`src/rtl/controle_manobra_re_pkg.sv`:
```
// Shared definitions for the reverse-manoeuvre controller.
//   estado_t          : controller states
//   motor_t / codes   : per-motor drive code (PARADO, FRENTE, TRAS)
//   motores_t         : left/right motor pair
//   motores_do_estado : motor driver, maps state + turn flag to motor codes
//   carga             : counter load value for a state lasting t cycles
package controle_manobra_re_pkg;

  localparam int CNT_W = 8;

  typedef enum logic [2:0] {
    ANDANDO = 3'd0,
    PARADA  = 3'd1,
    RE      = 3'd2,
    GIRO    = 3'd3,
    ERRO    = 3'd4
  } estado_t;

  typedef logic [1:0] motor_t;

  localparam motor_t PARADO = 2'b00;
  localparam motor_t FRENTE = 2'b01;
  localparam motor_t TRAS   = 2'b10;

  typedef struct packed {
    motor_t esquerdo;
    motor_t direito;
  } motores_t;

  // Motor driver: the code 11 is never produced.
  function automatic motores_t motores_do_estado(estado_t estado, logic gira_esq);
    motores_t m;
    m.esquerdo = PARADO;
    m.direito  = PARADO;
    case (estado)
      ANDANDO: begin
        m.esquerdo = FRENTE;
        m.direito  = FRENTE;
      end
      RE: begin
        m.esquerdo = TRAS;
        m.direito  = TRAS;
      end
      GIRO: begin
        m.esquerdo = gira_esq ? TRAS   : FRENTE;
        m.direito  = gira_esq ? FRENTE : TRAS;
      end
      default: begin
        m.esquerdo = PARADO;
        m.direito  = PARADO;
      end
    endcase
    return m;
  endfunction

  // The counter counts down to zero inclusive, so a state lasting t cycles loads t-1.
  function automatic logic [CNT_W-1:0] carga(int unsigned t);
    return CNT_W'(t - 1);
  endfunction

endpackage

```
`src/rtl/controle_manobra_re_contador.sv`:
```
// contador_manobra: loadable 8-bit down-counter for state durations.
//   Clk, Reset : clock and synchronous active-high reset (clears to 0)
//   load, valor: load valor on this edge (has priority over en)
//   en         : decrement by one; holds at zero, never wraps
//   zero       : count is zero
module contador_manobra
  import controle_manobra_re_pkg::*;
(
  input  logic             Clk,
  input  logic             Reset,
  input  logic             load,
  input  logic             en,
  input  logic [CNT_W-1:0] valor,
  output logic             zero
);

  logic [CNT_W-1:0] cnt_q;
  logic [CNT_W-1:0] cnt_d;

  always_comb begin
    cnt_d = cnt_q;
    if (load) begin
      cnt_d = valor;
    end else if (en && (cnt_q != '0)) begin
      cnt_d = cnt_q - 1'b1;
    end
  end

  always_ff @(posedge Clk) begin
    if (Reset) begin
      cnt_q <= '0;
    end else begin
      cnt_q <= cnt_d;
    end
  end

  assign zero = (cnt_q == '0);

endmodule

```
`src/rtl/controle_manobra_re.sv`:
```
// controle_manobra_re: reverse-and-turn manoeuvre controller for a two-motor robot.
//   Clk, Reset                       : clock, synchronous active-high reset
//   Pedido_Re                        : reverse request (accepted only while driving forward)
//   Sensor_Direito, Sensor_Esquerdo  : side obstacles, pick the turn direction
//   Sensor_Trazeiro                  : rear obstacle, cuts reversing short
//   Saida_Erro                       : system error, forces a stop
//   Motor_Esquerdo, Motor_Direito    : 00 stop, 01 forward, 10 reverse
//   Manobra_Ativa                    : high while stopping, reversing or turning
//   Manobra_Concluida                : one-cycle pulse after a completed turn
module controle_manobra_re
  import controle_manobra_re_pkg::*;
#(
  parameter int unsigned T_PARADA = 4,
  parameter int unsigned T_RE     = 16,
  parameter int unsigned T_GIRO   = 8
) (
  input  logic       Clk,
  input  logic       Reset,
  input  logic       Pedido_Re,
  input  logic       Sensor_Direito,
  input  logic       Sensor_Esquerdo,
  input  logic       Sensor_Trazeiro,
  input  logic       Saida_Erro,
  output logic [1:0] Motor_Esquerdo,
  output logic [1:0] Motor_Direito,
  output logic       Manobra_Ativa,
  output logic       Manobra_Concluida
);

  localparam logic [CNT_W-1:0] CARGA_PARADA = carga(T_PARADA);
  localparam logic [CNT_W-1:0] CARGA_RE     = carga(T_RE);
  localparam logic [CNT_W-1:0] CARGA_GIRO   = carga(T_GIRO);

  estado_t          estado_q, estado_d;
  logic             gira_esq_q, gira_esq_d;
  motores_t         motores_q, motores_d;
  logic             ativa_q, ativa_d;
  logic             concluida_q, concluida_d;

  logic             cnt_load;
  logic             cnt_en;
  logic [CNT_W-1:0] cnt_valor;
  logic             cnt_zero;

  contador_manobra u_contador (
    .Clk   (Clk),
    .Reset (Reset),
    .load  (cnt_load),
    .en    (cnt_en),
    .valor (cnt_valor),
    .zero  (cnt_zero)
  );

  always_comb begin
    estado_d   = estado_q;
    gira_esq_d = gira_esq_q;
    cnt_load   = 1'b0;
    cnt_en     = 1'b0;
    cnt_valor  = '0;

    if (Saida_Erro) begin
      estado_d = ERRO;
    end else begin
      case (estado_q)
        ANDANDO: begin
          if (Pedido_Re) begin
            estado_d   = PARADA;
            // Obstacle only on the right side -> turn left; anything else -> right.
            gira_esq_d = Sensor_Direito & ~Sensor_Esquerdo;
            cnt_load   = 1'b1;
            cnt_valor  = CARGA_PARADA;
          end
        end
        PARADA: begin
          if (cnt_zero) begin
            estado_d  = RE;
            cnt_load  = 1'b1;
            cnt_valor = CARGA_RE;
          end else begin
            cnt_en = 1'b1;
          end
        end
        RE: begin
          if (cnt_zero || Sensor_Trazeiro) begin
            estado_d  = GIRO;
            cnt_load  = 1'b1;
            cnt_valor = CARGA_GIRO;
          end else begin
            cnt_en = 1'b1;
          end
        end
        GIRO: begin
          if (cnt_zero) begin
            estado_d = ANDANDO;
          end else begin
            cnt_en = 1'b1;
          end
        end
        ERRO:    estado_d = ANDANDO;
        default: estado_d = ANDANDO;
      endcase
    end

    // Outputs are registered from the next state so they line up with the state register.
    motores_d   = motores_do_estado(estado_d, gira_esq_d);
    ativa_d     = (estado_d == PARADA) || (estado_d == RE) || (estado_d == GIRO);
    concluida_d = (estado_q == GIRO) && (estado_d == ANDANDO);
  end

  always_ff @(posedge Clk) begin
    if (Reset) begin
      estado_q    <= ANDANDO;
      gira_esq_q  <= 1'b0;
      motores_q   <= '{esquerdo: PARADO, direito: PARADO};
      ativa_q     <= 1'b0;
      concluida_q <= 1'b0;
    end else begin
      estado_q    <= estado_d;
      gira_esq_q  <= gira_esq_d;
      motores_q   <= motores_d;
      ativa_q     <= ativa_d;
      concluida_q <= concluida_d;
    end
  end

  assign Motor_Esquerdo    = motores_q.esquerdo;
  assign Motor_Direito     = motores_q.direito;
  assign Manobra_Ativa     = ativa_q;
  assign Manobra_Concluida = concluida_q;

endmodule

```
`config.mk`:
```
export PLATFORM = sky130hd
export DESIGN_NAME = controle_manobra_re
export DESIGN_NICKNAME = d
export VERILOG_FILES = /design/src/rtl/controle_manobra_re_pkg.sv /design/src/rtl/controle_manobra_re_contador.sv /design/src/rtl/controle_manobra_re.sv
export SDC_FILE = /design/constraint.sdc
export NUM_CORES = 1
export LEC_CHECK = 0
export ABC_AREA = 0
export BUFFER_PORTS_ARGS = -buffer_cell sky130_fd_sc_hd__buf_2
export CORE_MARGIN = 3
export CORE_UTILIZATION = 25
export DETAILED_ROUTE_END_ITERATION = 8
export SYNTH_ARGS = -nofsm -noshare
export SYNTH_HDL_FRONTEND = slang
export SYNTH_SLANG_ARGS = --single-unit
```
`constraint.sdc`:
```
create_clock -name Clk -period 3.95 [get_ports Clk]
set_input_delay 0.79 -clock Clk [delete_from_list [all_inputs] [get_ports Clk]]
set_output_delay 0.79 -clock Clk [all_outputs]
set_load 0.01 [all_outputs]
```
## Word-level counts from Yosys, hierarchy flattened

Cells that the tools add are included.

| word-level totals | value |
|---|---|
| input bits | 7 |
| flip-flop bits (word level) | 18 |
| output and inout bits | 6 |

| operators by class | value |
|---|---|
| bitwise logic cells | 2 |
| muxes and demuxes | 28 |
| add/sub/neg operators | 1 |
| reduce and logical (&&, ||, !) cells | 11 |
| eq/ne operators | 6 |

Operator list:

| kind | number |
|---|---|
| case mux 4 bit (3 select lines) | 2 |
| two-way mux 3 bit | 6 |
| two-way mux 8 bit | 2 |
| equality test 3 x 2 -> 1 bit, second input constant | 4 |
| case mux 3 bit (4 select lines) | 1 |
| two-way mux 1 bit | 10 |
| logical NOT 8 bit | 1 |
| two-way mux 4 bit | 2 |
| nonzero test 8 bit | 1 |
| subtractor 8 x 1 -> 8 bit, second input constant | 1 |
| equality test 3 x 1 -> 1 bit, second input constant | 2 |
| logical NOT 3 bit | 2 |
| two-way mux 2 bit | 3 |
| logical OR 1 bit | 3 |
| case mux 1 bit (3 select lines) | 1 |
| logical AND 1 bit | 2 |
| case mux 1 bit (2 select lines) | 1 |
| nonzero test 2 bit | 1 |
| OR reduction 2 bit | 1 |
| AND 1 bit | 1 |
| NOT 1 bit | 1 |

## Logic depth before layout (Yosys ltp)

Gate-level depths: netlist of the first run.

| depth | value |
|---|---|
| word-level depth | 8 |
| depth in mapped cells | 7 |
| mapped depth without buffers | 7 |

## Cells and area by module

From an unflattened synthesis of the first run, not the netlist that was laid out.

| unflattened totals | value |
|---|---|
| cells, all modules | 116 |
| area, all modules | 997.2 sq um |

Modules (own cells, without submodules):

| module | instances | cells each | seq. area each (sq um) | area an instance (sq um) |
|---|---|---|---|---|
| contador_manobra | 1 | 59 | 160.2 | 515.5 |
| controle_manobra_re | 1 | 57 | 200.2 | 481.7 |

## Worst setup path after synthesis of the first run

OpenSTA, ideal clock, no wires.

| timing | value |
|---|---|
| path type | in2reg |
| start | input Saida_Erro |
| end | register u_contador.cnt_q[1] |
| arrival | 1812 ps |
| library setup time | 71 ps |
| data required time | 3879 ps |
| path slack | 2067 ps |
| stages | 4 |
| path through | or2_2 -> nor3_2 -> mux2_1 -> a21oi_1 |

| between the ends | value |
|---|---|
| longest elaborated chain between the ends | 3 |
| elaborated cells on any way between the ends | 6 |
| classes of those cells | mux (4); reduce/logical (2) |

Ends and longest elaborated chain:

| item | line | source |
|---|---|---|
| start, declared | controle_manobra_re.sv:23 | `input logic Saida_Erro,` |
| two-way mux 1 bit | controle_manobra_re.sv:61 | `if (Saida_Erro) begin` |
| logical AND 1 bit | controle_manobra_re_contador.sv:24 | `end else if (en && (cnt_q != '0)) begin` |
| nonzero test 2 bit (no line) | -- |  |
| end signal, assigned | controle_manobra_re_contador.sv:33 | `cnt_q <= cnt_d;` |
| end, declared | controle_manobra_re_contador.sv:17 | `logic [CNT_W-1:0] cnt_q;` |

Parallel ways exist; a longest one is shown, timed or not.
A chain may end at the register's enable or synchronous reset.

## Worst setup path after layout of the first run

Same ends and word-level chain as after synthesis.

==> flow_summary.json, run 1 <==
{
  "status": "finished, final reports clean",
  "setup_slack_ns": 2.13,
  "holdCritPathClass": "reg -> reg",
  "place_congestion": 0.862,
  "ir_drop_v": 0.000110,
  "synth_nets": 112,
  "ys_seq_area_share_pct": 39.1,
  "drive_gt1_share_pct": 21.6,
  "holdWs_ns": 0.563,
  "synth_cell_type_count": 38,
  "power_density_mw_per_mm2": 385,
  "p_leak_nw": 0.433,
  "cp.arrival_ns": 2.01,
  "synth_common_cells": "18 x dfxtp_1, 14 x nor2_1, 8 x nor3_1, 7 x a21oi_1",
  "final_nets": 126,
  "ys.flop_type": "dfxtp_1",
  "drv_cap": 0,
  "power_frac_comb_pct": 16.4,
  "fin_setup_tns_ns": 0,
  "synth_edf_count": 0,
  "yosys.area.top_type": "dfxtp_1",
  "first_pass_iters": 4,
  "worstHoldEndpoint": "gira_esq_q",
  "place_inst": 158,
  "syn_area_sq_um": 922,
  "setup_viol_count_final": 0,
  "end_kind": "flop",
  "r2r_start": "u_contador.cnt_q[2]",
  "p_sw_mw": 0.108,
  "fin_crit_ns": 1.82,
  "post-route-util_pct": 31.3,
  "p_int_mw": 0.305,
  "ff2ff_setup_slack_ns": 2.14,
  "worst_r2r_path_depth": 5,
  "ys_ff_latch": 18,
  "yosysTopAreaCellShare_pct": 39.1,
  "cts_buffers": 3,
  "finalCritPeriodShare_pct": 46.1,
  "diodes": 0,
  "syn2layout_area_growth_pct": 16.7,
  "slew_headroom_pct": 70.7,
  "chipWidth_um": 66.7,
  "syn_area_per_cell_sq_um": 8.95,
  "r2r_end": "Motor_Esquerdo[0]",
  "instances_no_fill": 162,
  "ant_nets": 0,
  "cts_resized": 0,
  "slew_viol_final": 0,
  "overflow": 0,
  "max_clock_freq_mhz": 549,
  "cp.required_ns": 4.14,
  "syn_inst": 103,
  "drc": 0,
  "grt_pass1_wl_um": 3220,
  "cts_hold_buf": 0,
  "antenna_found_initial": 0,
  "crit_fanout": 5,
  "hold_viol_final": 0,
  "critPathLaunchType": "input pin",
  "cts_tree": "built",
  "grt_setup_unrepaired": "false",
  "drt_iter0_markers": 34,
  "rows": 21,
  "dieArea_sq_mm": 0.00445,
  "finalWirelength_um": 1870,
  "die_height_um": 66.7,
  "cts_root_buffer": "clkbuf_8",
  "hold_depth": 2,
  "yosysMostFrequentCell": "dfxtp_1",
  "p_seq_share_pct": 47.6,
  "p_clk_share_pct": 36.1,
  "yosysWarnings": 0,
  "worstMarginPinSlew_ns": 0.439,
  "grt_start_max_net_pins": 13,
  "core_sq_mm": 0.00344,
  "p_sw_share_pct": 26.2,
  "num_vias": 780,
  "clock_latency_ns": 0.25,
  "htreeDepth": 1,
  "worstHoldStart": "gira_esq_q",
  "cts_sinks": 18,
  "numPortBuffers": 12,
  "clkSlewWorstSetupHoldPaths_ns": 0.07,
  "async_flop_share_pct": 0,
  "routedWlPerCell_um": 11.5,
  "critical_path_class": "in -> reg",
  "grtUsageTotal_pct": 9.50,
  "dp_hpwl_um": 1460,
  "start_util_pct": 26.8,
  "viasPerCell": 4.81,
  "fin_worst_skew_ns": 0.00316,
  "postCtsSetupBuffers": 0,
  "ys_top_cells_by_area": "dfxtp_1 39%, nor2_1 5.7%, nor3_1 4.3%",
  "ioPinCount": 13,
  "grt_pass1_vias": 709,
  "clock_path_buffers": 2,
  "pre_cts_ws_ns": 1.87
}
## layout make-up
cell class                      instances  area [sq um]
Inverter                                5          18.8
Multi-Input combinational cell         77           524
Timing Repair Buffer                   12          60.1
Fill cell                             360          2370
Sequential cell                        18           360
Tap cell                               46          57.6
Clock buffer                            4          55.1
## critical path, cell delays in order
cell	delay [ns]
buf_2	0.12
or2_2	0.32
nor3_2	0.29
mux2_1	0.35
a21oi_1	0.14
## state kept, by name (all words and copies together) (netlist names)
name / count
Manobra_Ativa: 1
Manobra_Concluida: 1
Motor_Direito: 2
Motor_Esquerdo: 2
estado_q: 3
gira_esq_q: 1
u_contador.cnt_q: 8
## power by group through the flow
stage               clock network (mW)  registers (mW)  logic [mW]
floorplan                            0           0.200      0.0562
global placement                     0           0.201      0.0670
detailed placement                   0           0.201      0.0673
CTS                              0.155           0.197      0.0677
global route                     0.164           0.198      0.0758
finish                           0.149           0.197      0.0677
## placed cells by master, fill, tap and decap left out, types with 2 or more instances in the layout
| cell type | netlist | final |
|---|---|---|
| buf_2 | 0 | 12 |
| nor2b_1 | 2 | 2 |
| o21ai_0 | 2 | 2 |
| nand3_1 | 2 | 2 |
| clkbuf_8 | 0 | 4 |
| xnor2_1 | 4 | 4 |
| xor2_1 | 3 | 3 |
| inv_1 | 5 | 5 |
| a31o_2 | 2 | 2 |
| nor3_1 | 8 | 8 |
| o21ai_2 | 2 | 2 |
| nand2_1 | 5 | 5 |
| nor2_1 | 14 | 14 |
| a21oi_1 | 7 | 7 |
| dfxtp_1 | 18 | 18 |
| ha_1 | 2 | 2 |
| or3_1 | 2 | 2 |
| nor4_1 | 2 | 2 |
## routing by layer
| metal | global-route usage, % | share of wire (%) | up-vias |
|---|---|---|---|
| met5 | 0 | 0 | - |
| met2 | 15.3 | 46 | 26 |
| met4 | 5.33 | 1.9 | 0 |
| met3 | 2.02 | 7.1 | 4 |
| li1 | - | - | 391 |
| met1 | 11.6 | 45 | 359 |
## worst max-delay path by stage
stage / start / cells past startpoint / slack [ns] / end
after floorplan: Saida_Erro / 4 / 2.07 / u_contador.cnt_q[1]
after global placement: Saida_Erro / 5 / 1.90 / u_contador.cnt_q[1]
after detailed placement: Saida_Erro / 5 / 1.87 / u_contador.cnt_q[1]
after CTS: Saida_Erro / 5 / 2.14 / u_contador.cnt_q[1]
after global routing: u_contador.cnt_q[0] / 6 / 1.98 / u_contador.cnt_q[1]
final: Saida_Erro / 5 / 2.13 / u_contador.cnt_q[1]
## kinds of logic (layout without fill, tap and decap cells)
group	after synthesis	in the layout	synth area share, %
compound gates	21	21	17.4
buf+inv	8	21	4.07
mux	2	2	2.31
xor+xnor	7	7	6.65
flops	18	18	39.1
fa+ha+maj	2	2	2.71
simple gates	45	45	27.8
## per-stage QoR
step	instance area (sq um)	total power [mW]
detailed placement	1020	0.268
global route	1080	0.438
finish	1080	0.414
CTS	1080	0.419
floorplan	922	0.256
global placement	1020	0.268
Power figures use the tool's default switching activity.
==> run 2: changes to the inputs <==
--- a/config.mk
+++ b/config.mk
@@ -5,7 +5,7 @@
 export SDC_FILE = /design/constraint.sdc
 export NUM_CORES = 1
 export LEC_CHECK = 0
-export ABC_AREA = 0
+export ABC_AREA = 1
 export BUFFER_PORTS_ARGS = -buffer_cell sky130_fd_sc_hd__buf_2
 export CORE_MARGIN = 3
 export CORE_UTILIZATION = 25
==> constraint.sdc (replaced) <==
create_clock -name Clk -period 1.6 [get_ports Clk]
set_input_delay 0.32 -clock Clk [delete_from_list [all_inputs] [get_ports Clk]]
set_output_delay 0.32 -clock Clk [all_outputs]
set_load 0.01 [all_outputs]
==> flow_summary.json, run 2 <==
{
  "syn_area_per_cell_sq_um": 7.76,
  "worstMarginPinSlew_ns": 0.229,
  "routedWlPerCell_um": 9.77,
  "finalWirelength_um": 1810,
  "cp.required_ns": 1.75,
  "grt_pass1_vias": 741,
  "fin_crit_ns": 1.47,
  "synth_compound_area_share_pct": 7.67,
  "setup_slack_ns": 0.127,
  "core_sq_mm": 0.00352,
  "dp_hpwl_um": 1430,
  "syn_inst": 124,
  "cts_tree": "built",
  "start_util_pct": 27.3,
  "grtUsageTotal_pct": 9.67,
  "total_power_mw": 1.07,
  "synth_common_cells": "18 x dfxtp_1, 18 x nor2_1, 17 x nand2_1, 15 x inv_1, 8 x nand3_1",
  "rows": 21,
  "drt_iter0_markers": 26,
  "largest_register_ffs": 8,
  "power_frac_comb_pct": 19.1,
  "clock_latency_ns": 0.26,
  "numPortBuffers": 12,
  "critPathLaunchType": "flop",
  "ys_ff_latch": 18,
  "syn_area_sq_um": 962,
  "antenna_found_initial": 0,
  "ioPinCount": 13,
  "num_vias": 768,
  "grt_setup_unrepaired": "true",
  "yosysWarnings": 0,
  "diodes": 0,
  "yosysTopAreaCellShare_pct": 37.5,
  "cts_sinks": 18,
  "clock_path_buffers": 2,
  "p_seq_share_pct": 45.0,
  "ys_top_cells_by_area": "dfxtp_1 37%, nor2_1 7.0%, nand2_1 6.6%",
  "muxShareOfSynthArea_pct": 0,
  "grt_pass1_wl_um": 3310,
  "top_register": "u_contador.cnt_q",
  "post-route-cell-area_sq_mm": 0.00114,
  "drive_gt1_share_pct": 30.9,
  "yosys.area.top_type": "dfxtp_1",
  "synth_cell_type_count": 28,
  "viasPerCell": 4.15,
  "ff2ff_setup_slack_ns": 0.13,
  "drv_cap": 0,
  "critical_path_class": "reg -> reg",
  "cp.arrival_ns": 1.62,
  "dpl_cell_area_sq_mm": 0.00108,
  "p_leak_nw": 0.518,
  "slew_headroom_pct": 84.7,
  "layout_commonest_cell": "dfxtp_1",
  "hold_viol_final": 0,
  "dieArea_sq_mm": 0.00463,
  "crit_fanout": 5,
  "layout_common_cells": "18 x dfxtp_1, 17 x nor2_1, 17 x nand2_1",
  "htreeDepth": 1,
  "ys.flop_type": "dfxtp_1",
  "end_kind": "flop",
  "synth_xor_area_share_pct": 3.64,
  "pre_cts_ws_ns": 0.113,
  "chipWidth_um": 68.0,
  "synthAdderAreaFrac_pct": 2.60,
  "synthSimpleGateAreaFrac_pct": 40.6,
  "p_clk_share_pct": 35.9,
  "synth_edf_count": 0,
  "finalCritPeriodShare_pct": 92.0,
  "ys_seq_area_share_pct": 37.5,
  "p_sw_mw": 0.306,
  "place_congestion": 0.825,
  "reg_top3": "u_contador.cnt_q x8, estado_q x3",
  "synth_top_family_by_area": "simple AND/OR/NAND/NOR gates",
  "clkSlewWorstSetupHoldPaths_ns": 0.07,
  "status": "finished, final reports clean",
  "p_int_mw": 0.762,
  "drc": 0,
  "async_flop_share_pct": 0,
  "grt_start_max_net_pins": 11,
  "slew_viol_final": 0,
  "overflow": 0,
  "max_clock_freq_mhz": 679,
  "die_height_um": 68.0,
  "cts_buffers": 3,
  "holdCritPathClass": "in -> reg",
  "p_sw_share_pct": 28.6,
  "cts_root_buffer": "clkbuf_8",
  "power_density_mw_per_mm2": 938,
  "final_nets": 149,
  "synth_nets": 133,
  "syn2layout_area_growth_pct": 18.3,
  "setup_viol_count_final": 0,
  "ant_nets": 0,
  "ir_drop_v": 0.000509,
  "holdWs_ns": 0.297,
  "first_pass_iters": 4,
  "fin_worst_skew_ns": 0.00400
}
[run 2: changes by cell type after synthesis, sizes merged, moves of 2 or more]
cell    change
nand2      +21
a21boi      -2
nor3        -8
a31o        -2
nor2       +14
a21oi       -3
nor4        -3
or3         -3
nand3       +8
nor2b       -2
inv        +13
xnor2       -4
[run 2: power groups by stage]
stage                     clock network, mW  registers [mW]  logic [mW]
final                                 0.384           0.480       0.204
after global routing                  0.413           0.482       0.233
after CTS                             0.400           0.480       0.205
after detailed placement                  0           0.491       0.204
after global placement                    0           0.491       0.204
after floorplan                           0           0.491       0.160
[run 2: path summary, 6_finish.rpt]
check | startpoint | cells after the start | end
worst max register to register | u_contador.cnt_q[0] | 11 | u_contador.cnt_q[3]
worst min-delay path | Saida_Erro | 2 | estado_q[0]
worst max-delay path | u_contador.cnt_q[0] | 11 | u_contador.cnt_q[3]
worst min register to register | u_contador.cnt_q[7] | 2 | u_contador.cnt_q[7]
[run 2: cells by family after synthesis]
group	Yosys count
AO/OA/AOI/OAI	12
adder cells (fa/ha/maj)	2
AND/OR/NAND/NOR	68
flip-flops	18
buffers and inverters	20
XOR/XNOR	4
[run 2: stage by stage]
step | cells | TNS (ns) | utilization [%]
after floorplan | 124 | 0 | -
after global placement | 181 | 0 | 30.6
after detailed placement | 181 | 0 | 30.6
after CTS | 185 | 0 | 32.1
after global routing | 185 | -0.00519 | 32.3
final | 185 | 0 | 32.3
[run 2: per-layer routing]
| metal | wire [um] | share of wire [%] | track usage [%] | vias up |
|---|---|---|---|---|
| met4 | 21 | 1.2 | 3.72 | 0 |
| met2 | 813 | 45 | 14.9 | 13 |
| met5 | 0 | 0 | 0 | - |
| met3 | 95 | 5.3 | 3.61 | 3 |
| li1 | - | - | - | 416 |
| met1 | 877 | 49 | 12.1 | 336 |
[run 2: area by class of cell]
| cell class | instances | area (sq um) |
|---|---|---|
| tap | 46 | 57.6 |
| fill | 392 | 2380 |
| inverter | 19 | 73.8 |
| timing repair buffer | 12 | 60.1 |
| clock buffer | 4 | 55.1 |
| sequential | 18 | 360 |
| multi-input combinational | 86 | 532 |
[run 2: worst max-delay path, cell delays in order, from the launching register on]
cell and delay [ns]:
dfxtp_1 0.32, inv_1 0.09, ha_1 0.16, nand2_2 0.09, nor2_8 0.18, nand2_2 0.09
nand2_2 0.06, nand2_2 0.08, nand2_4 0.11, nand2_1 0.07, nand2_1 0.06, a21oi_1 0.05
[run 2: timing repair]
action / in CTS / in global routing
resized for setup: 0 / 2
hold buffers: 0 / 0
endpoints found under the hold margin: 0 / 0
setup endpoints to repair: 0 / 2
buffers inserted: 0 / 0
